===== config.mk =====
export PLATFORM = sky130hd
export DESIGN_NAME = alu_issue_stage_flat
export DESIGN_NICKNAME = d
export VERILOG_FILES = /design/src/rtl/alu_issue_stage_if.sv /design/src/rtl/alu_issue_stage.sv /design/src/flat_wrapper.sv
export SDC_FILE = /design/constraint.sdc
export NUM_CORES = 1
export LEC_CHECK = 0
export CELL_PAD_IN_SITES_DETAIL_PLACEMENT = 0
export CELL_PAD_IN_SITES_GLOBAL_PLACEMENT = 1
export CORE_MARGIN = 2
export CORE_UTILIZATION = 30
export CTS_BUF_LIST = sky130_fd_sc_hd__clkbuf_4 sky130_fd_sc_hd__clkbuf_8 sky130_fd_sc_hd__clkbuf_16
export DETAILED_ROUTE_END_ITERATION = 16
export GPL_TIMING_DRIVEN = 0
export PLACE_DENSITY_LB_ADDON = 0.1
export SLEW_MARGIN = 15
export SYNTH_ARGS = -nofsm -noshare
export SYNTH_HDL_FRONTEND = slang
export SYNTH_SLANG_ARGS = --single-unit

===== constraint.sdc =====
create_clock -name clk -period 10.3 [get_ports clk]
set_input_delay 3.09 -clock clk [delete_from_list [all_inputs] [get_ports clk]]
set_output_delay 3.09 -clock clk [all_outputs]
set_load 0.02 [all_outputs]

===== src/rtl/alu_issue_stage_if.sv =====
// alu_issue_stage_if
// Bundles the request handshake, the ALU operand/result bus and the result
// handshake of the ALU issue stage.
//   slave  : the issue stage itself (accepts ops, drives ALU, drives results)
//   master : the surrounding logic (requester, external ALU, result consumer)
// Signals:
//   in_valid/in_ready, in_a, in_b, in_fsel, in_tag : op request handshake
//   alu_a, alu_b, alu_fsel / alu_result           : combinational ALU bus
//   out_valid/out_ready, out_result, out_tag, out_zero : result handshake
//   count                                         : FIFO occupancy
interface alu_issue_stage_if #(
  parameter int WIDTH = 32,
  parameter int DEPTH = 2,
  parameter int TAG_W = 4
);
  localparam int CNT_W = $clog2(DEPTH) + 1;

  logic             in_valid;
  logic             in_ready;
  logic [WIDTH-1:0] in_a;
  logic [WIDTH-1:0] in_b;
  logic [2:0]       in_fsel;
  logic [TAG_W-1:0] in_tag;

  logic [WIDTH-1:0] alu_a;
  logic [WIDTH-1:0] alu_b;
  logic [2:0]       alu_fsel;
  logic [WIDTH-1:0] alu_result;

  logic             out_valid;
  logic             out_ready;
  logic [WIDTH-1:0] out_result;
  logic [TAG_W-1:0] out_tag;
  logic             out_zero;

  logic [CNT_W-1:0] count;

  modport slave (
    input  in_valid, in_a, in_b, in_fsel, in_tag,
    output in_ready,
    output alu_a, alu_b, alu_fsel,
    input  alu_result,
    output out_valid, out_result, out_tag, out_zero,
    input  out_ready,
    output count
  );

  modport master (
    output in_valid, in_a, in_b, in_fsel, in_tag,
    input  in_ready,
    input  alu_a, alu_b, alu_fsel,
    output alu_result,
    input  out_valid, out_result, out_tag, out_zero,
    output out_ready,
    input  count
  );
endinterface


===== src/rtl/alu_issue_stage.sv =====
// alu_issue_stage
// Issue/capture stage around a combinational 32-bit ALU. Ops are accepted
// over a valid/ready handshake into a DEPTH-entry FIFO; the head entry drives
// the ALU, and the ALU output is captured into a result register that has
// its own valid/ready handshake. Sustains one op per cycle with no stalls.
// Ports:
//   clk   : rising-edge clock
//   rst_n : asynchronous active-low reset, drops all in-flight ops
//   bus   : alu_issue_stage_if.slave (request, ALU and result buses)
module alu_issue_stage #(
  parameter int WIDTH = 32,
  parameter int DEPTH = 2,
  parameter int TAG_W = 4
) (
  input logic              clk,
  input logic              rst_n,
  alu_issue_stage_if.slave bus
);
  localparam int PTR_W = $clog2(DEPTH);
  localparam int CNT_W = PTR_W + 1;

  // FIFO storage carries no reset: pointers and count define what is live.
  logic [WIDTH-1:0] mem_a_q   [DEPTH];
  logic [WIDTH-1:0] mem_a_d   [DEPTH];
  logic [WIDTH-1:0] mem_b_q   [DEPTH];
  logic [WIDTH-1:0] mem_b_d   [DEPTH];
  logic [2:0]       mem_f_q   [DEPTH];
  logic [2:0]       mem_f_d   [DEPTH];
  logic [TAG_W-1:0] mem_t_q   [DEPTH];
  logic [TAG_W-1:0] mem_t_d   [DEPTH];

  logic [PTR_W-1:0] wr_ptr_q, wr_ptr_d;
  logic [PTR_W-1:0] rd_ptr_q, rd_ptr_d;
  logic [CNT_W-1:0] count_q,  count_d;

  logic             out_valid_q,  out_valid_d;
  logic [WIDTH-1:0] out_result_q, out_result_d;
  logic [TAG_W-1:0] out_tag_q,    out_tag_d;
  logic             out_zero_q,   out_zero_d;

  logic in_ready;
  logic fifo_empty;
  logic push;
  logic capture;

  // in_ready depends on registered occupancy only, so out_ready never
  // reaches it combinationally.
  assign in_ready   = (count_q < CNT_W'(DEPTH));
  assign fifo_empty = (count_q == '0);
  assign push       = bus.in_valid && in_ready;
  assign capture    = !fifo_empty && (!out_valid_q || bus.out_ready);

  always_comb begin
    mem_a_d  = mem_a_q;
    mem_b_d  = mem_b_q;
    mem_f_d  = mem_f_q;
    mem_t_d  = mem_t_q;
    wr_ptr_d = wr_ptr_q;
    rd_ptr_d = rd_ptr_q;
    count_d  = count_q;

    if (push) begin
      mem_a_d[wr_ptr_q] = bus.in_a;
      mem_b_d[wr_ptr_q] = bus.in_b;
      mem_f_d[wr_ptr_q] = bus.in_fsel;
      mem_t_d[wr_ptr_q] = bus.in_tag;
      wr_ptr_d          = wr_ptr_q + PTR_W'(1);
    end

    if (capture) begin
      rd_ptr_d = rd_ptr_q + PTR_W'(1);
    end

    unique case ({push, capture})
      2'b10:   count_d = count_q + CNT_W'(1);
      2'b01:   count_d = count_q - CNT_W'(1);
      default: count_d = count_q;
    endcase
  end

  always_comb begin
    out_valid_d  = out_valid_q;
    out_result_d = out_result_q;
    out_tag_d    = out_tag_q;
    out_zero_d   = out_zero_q;

    if (capture) begin
      out_valid_d  = 1'b1;
      out_result_d = bus.alu_result;
      out_tag_d    = mem_t_q[rd_ptr_q];
      out_zero_d   = (bus.alu_result == '0);
    end else if (out_valid_q && bus.out_ready) begin
      // Result consumed with nothing to replace it; data holds its value.
      out_valid_d = 1'b0;
    end
  end

  always_ff @(posedge clk) begin
    mem_a_q <= mem_a_d;
    mem_b_q <= mem_b_d;
    mem_f_q <= mem_f_d;
    mem_t_q <= mem_t_d;
  end

  always_ff @(posedge clk or negedge rst_n) begin
    if (!rst_n) begin
      wr_ptr_q     <= '0;
      rd_ptr_q     <= '0;
      count_q      <= '0;
      out_valid_q  <= 1'b0;
      out_result_q <= '0;
      out_tag_q    <= '0;
      out_zero_q   <= 1'b0;
    end else begin
      wr_ptr_q     <= wr_ptr_d;
      rd_ptr_q     <= rd_ptr_d;
      count_q      <= count_d;
      out_valid_q  <= out_valid_d;
      out_result_q <= out_result_d;
      out_tag_q    <= out_tag_d;
      out_zero_q   <= out_zero_d;
    end
  end

  // An empty FIFO presents zeros so the ALU sees a quiet, known input.
  assign bus.alu_a    = fifo_empty ? '0   : mem_a_q[rd_ptr_q];
  assign bus.alu_b    = fifo_empty ? '0   : mem_b_q[rd_ptr_q];
  assign bus.alu_fsel = fifo_empty ? 3'b0 : mem_f_q[rd_ptr_q];

  assign bus.in_ready   = in_ready;
  assign bus.out_valid  = out_valid_q;
  assign bus.out_result = out_result_q;
  assign bus.out_tag    = out_tag_q;
  assign bus.out_zero   = out_zero_q;
  assign bus.count      = count_q;
endmodule


===== src/flat_wrapper.sv =====
// flat-port wrapper written by rule: the top's interface ports become plain ports
module alu_issue_stage_flat 
#(
  parameter int WIDTH = 32,
  parameter int DEPTH = 2,
  parameter int TAG_W = 4
)
  (clk, rst_n, bus_in_valid, bus_in_a, bus_in_b, bus_in_fsel, bus_in_tag, bus_in_ready, bus_alu_a, bus_alu_b, bus_alu_fsel, bus_alu_result, bus_out_valid, bus_out_result, bus_out_tag, bus_out_zero, bus_out_ready, bus_count);
  alu_issue_stage_if #(.WIDTH(WIDTH), .DEPTH(DEPTH), .TAG_W(TAG_W)) bus_i ();
  input logic clk;
  input logic rst_n;
  input wire logic [$bits(bus_i.in_valid)-1:0] bus_in_valid;
  input wire logic [$bits(bus_i.in_a)-1:0] bus_in_a;
  input wire logic [$bits(bus_i.in_b)-1:0] bus_in_b;
  input wire logic [$bits(bus_i.in_fsel)-1:0] bus_in_fsel;
  input wire logic [$bits(bus_i.in_tag)-1:0] bus_in_tag;
  output wire logic [$bits(bus_i.in_ready)-1:0] bus_in_ready;
  output wire logic [$bits(bus_i.alu_a)-1:0] bus_alu_a;
  output wire logic [$bits(bus_i.alu_b)-1:0] bus_alu_b;
  output wire logic [$bits(bus_i.alu_fsel)-1:0] bus_alu_fsel;
  input wire logic [$bits(bus_i.alu_result)-1:0] bus_alu_result;
  output wire logic [$bits(bus_i.out_valid)-1:0] bus_out_valid;
  output wire logic [$bits(bus_i.out_result)-1:0] bus_out_result;
  output wire logic [$bits(bus_i.out_tag)-1:0] bus_out_tag;
  output wire logic [$bits(bus_i.out_zero)-1:0] bus_out_zero;
  input wire logic [$bits(bus_i.out_ready)-1:0] bus_out_ready;
  output wire logic [$bits(bus_i.count)-1:0] bus_count;
  assign bus_i.in_valid = bus_in_valid;
  assign bus_i.in_a = bus_in_a;
  assign bus_i.in_b = bus_in_b;
  assign bus_i.in_fsel = bus_in_fsel;
  assign bus_i.in_tag = bus_in_tag;
  assign bus_in_ready = bus_i.in_ready;
  assign bus_alu_a = bus_i.alu_a;
  assign bus_alu_b = bus_i.alu_b;
  assign bus_alu_fsel = bus_i.alu_fsel;
  assign bus_i.alu_result = bus_alu_result;
  assign bus_out_valid = bus_i.out_valid;
  assign bus_out_result = bus_i.out_result;
  assign bus_out_tag = bus_i.out_tag;
  assign bus_out_zero = bus_i.out_zero;
  assign bus_i.out_ready = bus_out_ready;
  assign bus_count = bus_i.count;
  alu_issue_stage #(.WIDTH(WIDTH), .DEPTH(DEPTH), .TAG_W(TAG_W)) u_core (.clk(clk), .rst_n(rst_n), .bus(bus_i));
endmodule

== Word level (Yosys, flattened, before mapping) ==
Cells that the tools add are included.
W data, S select, Z words.

* Register bits: 184
* Input port bits: 107
* Output and inout bits: 108

* Add/sub/neg operators: 4
* Order comparisons: 4
* Equality and inequality tests: 2
* Multiplexer cells: 28
* Bitwise logic cells: 2
* Reduce and logical (&&, ||, !) cells: 11

{| class="wikitable"
|+ Operator list
! kind !! number
|-
| $mux W32 || 9
|-
| $bwmux W64 || 2
|-
| $demux W32 S1 || 1
|-
| $logic_not A32 Y1 || 1
|-
| $mux W4 || 4
|-
| $mux W3 || 5
|-
| $bwmux W8 || 1
|-
| $bwmux W6 || 1
|-
| $demux W4 S1 || 1
|-
| $ge A2 B2 Y1 const B || 2
|-
| $logic_and A1 B1 Y1 || 4
|-
| $not A1 Y2 || 2
|-
| $pmux W2 S2 || 1
|-
| $reduce_bool A2 Y1 || 2
|-
| $demux W3 S1 || 1
|-
| $add A1 B1 Y1 const B || 2
|-
| $add A2 B1 Y2 const B || 1
|-
| $eq A2 B1 Y1 const B || 1
|-
| $eq A2 B2 Y1 const B || 1
|-
| $logic_not A1 Y1 || 2
|-
| $logic_not A2 Y1 || 1
|-
| $lt A2 B1 Y1 const B || 1
|-
| $lt A2 B2 Y1 const B || 1
|-
| $mux W1 || 2
|-
| other kinds (2) || 2
|}

== Depth between registers and ports, before layout ==
Gate-level depths: netlist of the first run.

* Depth after elaboration: 6
* Gate-level depth with buffers: 9
* Depth with buffers taken out: 7

== Worst setup path before layout of the first run ==
OpenSTA, ideal clock, no wires.

* Kind: input -> register
* Start: in bus_in_valid
* End: reg u_core.mem_a_q[32] (netlist bit) (enable)
* Library setup time: 0.501 ns
* Arrival time: 6.155 ns
* Required time: 9.799 ns
* Path slack: 3.644 ns
* Stages on the path: 2
* Buffers on the path: 0
* Cells stage by stage: nand2_1 nor2_1

* Word-level cells in the longest chain between the ends: 1

{| class="wikitable"
|+ RTL lines
! what !! line !! text
|-
| from (decl) || flat_wrapper.sv:12 || <nowiki>input wire logic [$bits(bus_i.in_valid)-1:0] bus_in_valid;</nowiki>
|-
| $logic_and A1 B1 Y1 || alu_issue_stage.sv:50 || <nowiki>assign push = bus.in_valid && in_ready;</nowiki>
|-
| to (signal assigned) || alu_issue_stage.sv:99 || <nowiki>mem_a_q <= mem_a_d;</nowiki>
|-
| to (decl) || alu_issue_stage.sv:23 || <nowiki>logic [WIDTH-1:0] mem_a_q [DEPTH];</nowiki>
|}

No other way between the ends.
A chain may end at the register's enable or synchronous reset.

== Worst setup path after layout of the first run ==
* Start: reg u_core.count_q[0], in the netlist u_core.bus.count[0]
* End: out bus_alu_a[26]

* Word-level cells in the longest chain between the ends: 2

{| class="wikitable"
|+ RTL lines
! what !! line !! text
|-
| from (decl) || alu_issue_stage.sv:34 || <nowiki>logic [CNT_W-1:0] count_q, count_d;</nowiki>
|-
| from (signal assigned) || alu_issue_stage.sv:117 || <nowiki>count_q <= count_d;</nowiki>
|-
| $logic_not A2 Y1 || alu_issue_stage.sv:49 || <nowiki>assign fifo_empty = (count_q == '0);</nowiki>
|-
| $mux W32 || alu_issue_stage.sv:126 || <nowiki>assign bus.alu_a = fifo_empty ? '0 : mem_a_q[rd_ptr_q];</nowiki>
|-
| to (decl) || flat_wrapper.sv:18 || <nowiki>output wire logic [$bits(bus_i.alu_a)-1:0] bus_alu_a;</nowiki>
|}

No other way between the ends.

==> out/results.ini, run 1 <==
[run_status]
status=completed

[synthesis]
synth_cell_types=23
synth_area_leaders=edfxtp_1 61%, dfrtp_1 15%, mux2i_1 10%
synth_common_cells=142 x edfxtp_1, 71 x mux2i_1, 69 x nor2_1
synth_top_area_share_pct=60.97
netlist_instances=410
synth_area_sq_um=6994
synth_ff_type=edfxtp_1
ys_seq_area_share_pct=75.99
synth_edf_count=142
syn_area_per_cell_sq_um=17.06
yosysMostFrequentCell=edfxtp_1
asyncSetResetFlopFracSynth_pct=22.83
synth_nets=518
yosysWarnings=0
synth-seq-cells=184
synth_area_leader_cell=edfxtp_1

[global_routing]
grt.overflow.total=0
grt_pass1_vias=4488
grt_first_pass_wirelength_microns=24980
grt_use_total_pct=13.60
antenna_found_initial=0
grt_max_degree=38

[clock_tree]
h-tree-depth=4
insertion_delay_ps=420
cts_tree=built
cts.repair.resized=0
clk_pin_slew_worst_paths_ps=70
clock-root-buffer=clkbuf_16
clock_sinks=184
numCtsBuffers=17
post-cts-setup-buffers=0
cts_max_path_buffers=2
hold_buffers=0

[setup_path]
arrival_ps=2600
crit_path_end_kind=output port
critPathLaunchType=register
critPathSlowestCell=clkdlybuf4s50_1
critPathKind=reg -> out
cpPeakStageDelay_ps=590
r2r_cells=5
critical_path_buf_inv_count=2
worstPathMaxFanout=10
cp_cell_sequence=nor2_2, clkbuf_1, nor2_1, clkdlybuf4s50_1
worstSetupPathDepth=4
crit_family=buffers and inverters
required_ps=7210

[final_layout]
final_area_sq_um=10200
drive_gt1_share_pct=12.86
antenna_cells=0
final_nets=756
area_growth_pct=45.90

[pwr]
power_density_nw_per_um2=303.5
p_clk_share_pct=20.0
ir_drop_v=0.0001183
intPower_w=0.002007
switchingPower_w=0.001090
p_leak_nw=3.788
combPwrFrac_pct=45.6
netSwitchingFraction_pct=35.20
seqPwrFrac_pct=34.3

[timing]
setup-tns-final_ps=0
min_period_ps=5693
finalHoldViolations=0
slew-limit-headroom_pct=57.99
grt_setup_unrepaired=no
clock.fmax_ghz=0.1756
setup_viol=0
finalCritPeriodShare_pct=55.28
slew_viol_final=0
tightest_slew_ps=629.5
fin_skew_ps=8.278

[detailed_routing]
vias=4173
drt-initial-drc-count=199
dr_wl_met2_microns=8266
routed_wl_microns=16370
routed_via_density=4.284
dr_wl_met3_microns=1058
wl_per_cell_microns=16.81
ant_nets=0
drc=0
first_pass_iters=4
highest_layer=met4
wl_met1_microns=6856

[floorplan]
row_count=55
fp.dieW_microns=156.7
start_util_pct=30.71
io_pins=215
fp.dieH_microns=156.7
die-area_sq_um=24550
fp.coreArea_sq_um=22780

[worst_hold_path]
min_path_cells=1
hold_class=reg -> reg

[placed_design]
dp_hpwl_microns=11410
portBuffers=214
dpl_cell_area_sq_um=9651
gp_congestion=0.7298

[flow_run]
cap_violations=0

-- power groups by stage --
stage | Clock (W) | Combinational, W | Sequential, W
after floorplan | 0 | 0.000665 | 0.00118
after global placement | 0 | 0.00141 | 0.00109
after detailed placement | 0 | 0.00144 | 0.00108
after CTS | 0.000644 | 0.00145 | 0.00107
after global routing | 0.000674 | 0.00152 | 0.00108
final | 0.000620 | 0.00141 | 0.00106
-- through the flow --
stage               std cells  total power (W)  hold WS (ps)  util [%]  setup WS, ps
floorplan                 410         0.001845         461.5         -          3644
CTS                       974         0.003158         508.3     44.80          4484
global route              974         0.003274         525.5     44.80          4346
detailed placement        942         0.002523         492.2     42.37          4953
finish                    974         0.003097         506.9     44.80          4607
global placement          937         0.002503         477.3     41.83          1081
-- registers in the layout (all words and copies together), names as in the netlist --
signal / count
u_core.mem_a_q: 64
u_core.mem_b_q: 64
u_core.bus.out_result: 32
u_core.mem_t_q: 8
u_core.mem_f_q: 6
u_core.bus.out_tag: 4
u_core.bus.count: 2
u_core.bus.out_valid: 1
u_core.bus.out_zero: 1
u_core.rd_ptr_q: 1
u_core.wr_ptr_q: 1
-- kinds of logic after synthesis --
logic type                 count (synthesis)  share of synthesized area (%)
AOI/OAI and AO/OA                         11                         0.8766
xor gates and xnor gates                   5                         0.6261
adders and majority gates                  1                         0.1789
buffers and inverters                     21                          1.789
DFF                                      184                          75.99
muxes                                    103                          15.47
and+or+nand+nor                           85                          5.063
-- layout make-up --
| class | count | area (sq um) |
|---|---|---|
| buffer | 19 | 117.6 |
| sequential | 184 | 5315 |
| inverter | 2 | 7.507 |
| multi-input combinational | 205 | 1567 |
| timing repair buffer | 219 | 2252 |
| fill | 2060 | 12570 |
| tap | 313 | 391.6 |
| clock inverter | 14 | 121.4 |
| clock buffer | 18 | 432.9 |
-- cell usage in the layout (no fill, tap or decap) --
cell type | synthesis | layout
clkbuf_16 | 0 | 17
xnor2_1 | 5 | 5
and3_4 | 0 | 1
nor2_1 | 69 | 68
bufinv_16 | 0 | 1
nand2_1 | 2 | 2
nand2b_1 | 1 | 1
o31ai_1 | 1 | 1
clkinvlp_4 | 0 | 1
mux2i_1 | 71 | 71
mux2_4 | 3 | 3
inv_1 | 2 | 2
clkinv_4 | 0 | 2
buf_6 | 2 | 2
ha_1 | 1 | 1
mux2_2 | 29 | 29
o21ai_2 | 1 | 1
buf_16 | 0 | 2
nor2_2 | 1 | 1
clkbuf_4 | 0 | 1
buf_4 | 7 | 7
buf_12 | 0 | 3
clkbuf_1 | 6 | 6
clkdlybuf4s50_1 | 0 | 213
o21ai_0 | 9 | 9
nor2b_1 | 1 | 1
nand4_1 | 2 | 2
nor2_4 | 0 | 1
buf_2 | 4 | 5
clkinv_2 | 0 | 3
inv_6 | 0 | 5
clkinv_1 | 0 | 2
edfxtp_1 | 142 | 142
nor4_1 | 8 | 8
dfrtp_1 | 42 | 42
-- final timing paths --
| check | start | end | slack (ps) |
|---|---|---|---|
| max in group asynchronous | rst_n | u_core.wr_ptr_q$_DFFE_PN0P_ | 7300 |
| setup / recovery | u_core.bus.count[0]$_DFFE_PN0P_ | bus_alu_a[26] | 4610 |
| hold / removal | u_core.bus.out_result[2]$_DFFE_PN0P_ | u_core.bus.out_result[2]$_DFFE_PN0P_ | 510 |
| hold reg to reg | u_core.bus.out_result[2]$_DFFE_PN0P_ | u_core.bus.out_result[2]$_DFFE_PN0P_ | 510 |
| min in group asynchronous | rst_n | u_core.bus.out_result[14]$_DFFE_PN0P_ | 2530 |
| setup reg to reg | u_core.bus.count[1]$_DFFE_PN0P_ | u_core.mem_b_q[63]$_DFFE_PP_ | 8470 |
-- worst register-to-register path, delay by kind of cell (launching register included) --
kind	cells	cell delay (ps)
buffers and inverters	3	560
and+or+nand+nor	2	530
DFF	1	420
-- layer usage --
metal / global-route usage (%) / vias to the layer above
met3: 4.957 / 12
met2: 22.89 / 128
met5: 0 / -
met4: 3.976 / 0
met1: 16.38 / 2034
li1: - / 1999
No activity file was read; power rests on OpenSTA's default activity.
==> inputs of run 2 (changes only) <==
- clock period: 10.3 -> 5.85 ns (I/O delays scaled with it)
==> results of run 2 <==
Same layout as run 1 (identical final DEF). Status: completed.
Among the figures that moved: setup slack after placement 4953 ps -> 1838 ps; setup slack after layout 4607 ps -> 1492 ps; register-to-register setup slack 8470 ps -> 4020 ps; total power 0.003097 W -> 0.005452 W; worst IR drop on VDD 0.0001183 V -> 0.0002082 V
==> inputs of run 3 (changes only) <==
- clock period: 5.85 -> 4.1 ns (I/O delays scaled with it)
==> run 3 against run 2 <==
Against the previous run:
- sequential share of layout area fell by 0.27 points
- hold slack improved by 1.8 ps
- sequential cell count did not move
- die area did not move
- clock power rose by 50%
- wire length rose by 0.76%
- critical path depth did not move
- first-iteration DRC count rose by 3.0%
- total power rose by 44%
- register-to-register slack got worse by 1800 ps
- final cell count did not move
- setup slack got worse by 1200 ps
- critical path type unchanged
- largest cell class unchanged
- highest routed layer is now met5
==> out/results.ini, run 3 (synthesized netlist as in run 1, its figures left out) <==
[run_status]
status=completed

[setup_path]
worstPathMaxFanout=10  ; unchanged
critPathKind=reg -> out
critPathSlowestCell=clkdlybuf4s50_1
cp_cell_sequence=nor2_2, clkbuf_1, nor2_1, clkdlybuf4s50_1
crit_path_end_kind=output port
cpPeakStageDelay_ps=580  ; about the same
crit_family=buffers and inverters
arrival_ps=2550  ; -50 ps
critPathLaunchType=register
critical_path_buf_inv_count=2  ; unchanged
required_ps=2870

[detailed_routing]
drt-initial-drc-count=205  ; +3.0%
vias=4184  ; +0.26%
first_pass_iters=4  ; unchanged
wl_per_cell_microns=16.93  ; +0.76%
ant_nets=0  ; unchanged
drc=0  ; unchanged
routed_via_density=4.296  ; +0.26%
routed_wl_microns=16490  ; +0.76%

[placed_design]
preCtsSetupSlack_ps=627.7
dp_hpwl_microns=11590  ; +1.6%
gp_congestion=0.7253  ; -0.62%
portBuffers=214  ; unchanged

[pwr]
seqPwrFrac_pct=34.0  ; -0.3 points
switchingPower_w=0.002752
power_density_nw_per_um2=767.7
netSwitchingFraction_pct=34.94
p_leak_nw=3.817  ; +0.76%
combPwrFrac_pct=45.1  ; -0.5 points
fin_total_pwr_w=0.007876
p_clk_share_pct=20.9  ; +0.9 points
intPower_w=0.005124
ir_drop_v=0.0003399

[clock_tree]
post-cts-setup-buffers=0  ; unchanged
hold_buffers=0  ; unchanged
h-tree-depth=4  ; unchanged
cts_max_path_buffers=2  ; unchanged
clock_sinks=184  ; unchanged
clock-root-buffer=clkbuf_16
cts.repair.resized=0  ; unchanged
insertion_delay_ps=420  ; about the same
numCtsBuffers=17  ; unchanged
cts_tree=built
clk_pin_slew_worst_paths_ps=70  ; about the same

[timing]
post-route-worst-setup-slack_ps=321.7
tightest_slew_ps=646.5  ; +16.94 ps
finalHoldViolations=0  ; unchanged
slew-limit-headroom_pct=56.80  ; -1.2 points
min_period_ps=3778
holdWs_ps=508.8  ; +1.829 ps
finalCritPeriodShare_pct=92.15
clock.fmax_ghz=0.2647
setup_viol=0  ; unchanged
grt_setup_unrepaired=no
fin_skew_ps=10.51  ; +2.233 ps
slew_viol_final=0  ; unchanged

[final_layout]
multi_input_area_sq_um=1567  ; unchanged
antenna_cells=0  ; unchanged
fillers=2044  ; -0.78%
drive_gt1_share_pct=13.16  ; +0.30 points
layout_common_cells=213 x clkdlybuf4s50_1, 142 x edfxtp_1, 71 x mux2i_1, 68 x nor2_1, 42 x dfrtp_1
final_nets=756  ; unchanged
area_growth_pct=46.67
final_common_cell=clkdlybuf4s50_1
ff_latch_area_sq_um=5315  ; unchanged

[floorplan]
die-area_sq_um=24550  ; unchanged
fp.dieW_microns=156.7  ; unchanged
start_util_pct=30.71  ; unchanged
fp.coreArea_sq_um=22780  ; unchanged
fp.dieH_microns=156.7  ; unchanged
io_pins=215  ; unchanged
row_count=55  ; unchanged

[global_routing]
grt_pass1_vias=4550  ; +1.4%
grt.overflow.total=0  ; unchanged
grt_use_total_pct=13.64  ; +0.041 points
antenna_found_initial=1  ; +1
grt_max_degree=53  ; +39%
grt_first_pass_wirelength_microns=25030  ; +0.17%

[worst_hold_path]
hold_class=reg -> reg

[flow_run]
cap_violations=0  ; unchanged

[run 3: power groups by stage]
stage                     Sequential [W]  Combinational, W  Clock, W
final                            0.00268           0.00356   0.00164
after detailed placement         0.00272           0.00363         0
after global placement           0.00273           0.00355         0
after CTS                        0.00268           0.00364   0.00170
after floorplan                  0.00296           0.00167         0
after global routing             0.00273           0.00381   0.00178
[run 3: per-stage QoR]
stage / std cells / TNS [ps] / area [sq um] / utilization, %
floorplan: 410 / 0 / 6997 / -
global placement: 937 / -153620 / 9530 / 41.84
detailed placement: 942 / 0 / 9658 / 42.40
CTS: 974 / 0 / 10260 / 45.04
global route: 974 / 0 / 10260 / 45.04
finish: 974 / 0 / 10260 / 45.04
[run 3: final cells by class]
cell class	instances	share of cell area (%)
Inverter	2	0.07318
Clock buffer	23	5.159
Buffer	19	1.146
Tap cell	313	3.818
Clock inverter	9	0.6952
Sequential cell	184	51.81
Timing Repair Buffer	219	22.03
Multi-Input combinational cell	205	15.27
[run 3: routing by layer]
layer	GRT usage [%]	vias to the layer above	part of all wire, %
met1	16.68	2048	43
li1	-	1994	-
met5	0	-	0.073
met2	22.74	125	50
met3	4.514	15	6.3
met4	4.543	2	1.4
[run 3: worst paths after layout]
check,from,end,slack [ps],depth (start not counted)
max,u_core.bus.count[0]$_DFFE_PN0P_,bus_alu_a[26],320,4
min,u_core.bus.out_result[4]$_DFFE_PN0P_,u_core.bus.out_result[4]$_DFFE_PN0P_,510,1
max reg2reg,u_core.bus.count[1]$_DFFE_PN0P_,u_core.mem_a_q[38]$_DFFE_PP_,2250,4
min reg2reg,u_core.bus.out_result[4]$_DFFE_PN0P_,u_core.bus.out_result[4]$_DFFE_PN0P_,510,1
max in group asynchronous,rst_n,u_core.bus.count[0]$_DFFE_PN0P_,2870,2
min in group asynchronous,rst_n,u_core.bus.out_result[13]$_DFFE_PN0P_,730,1
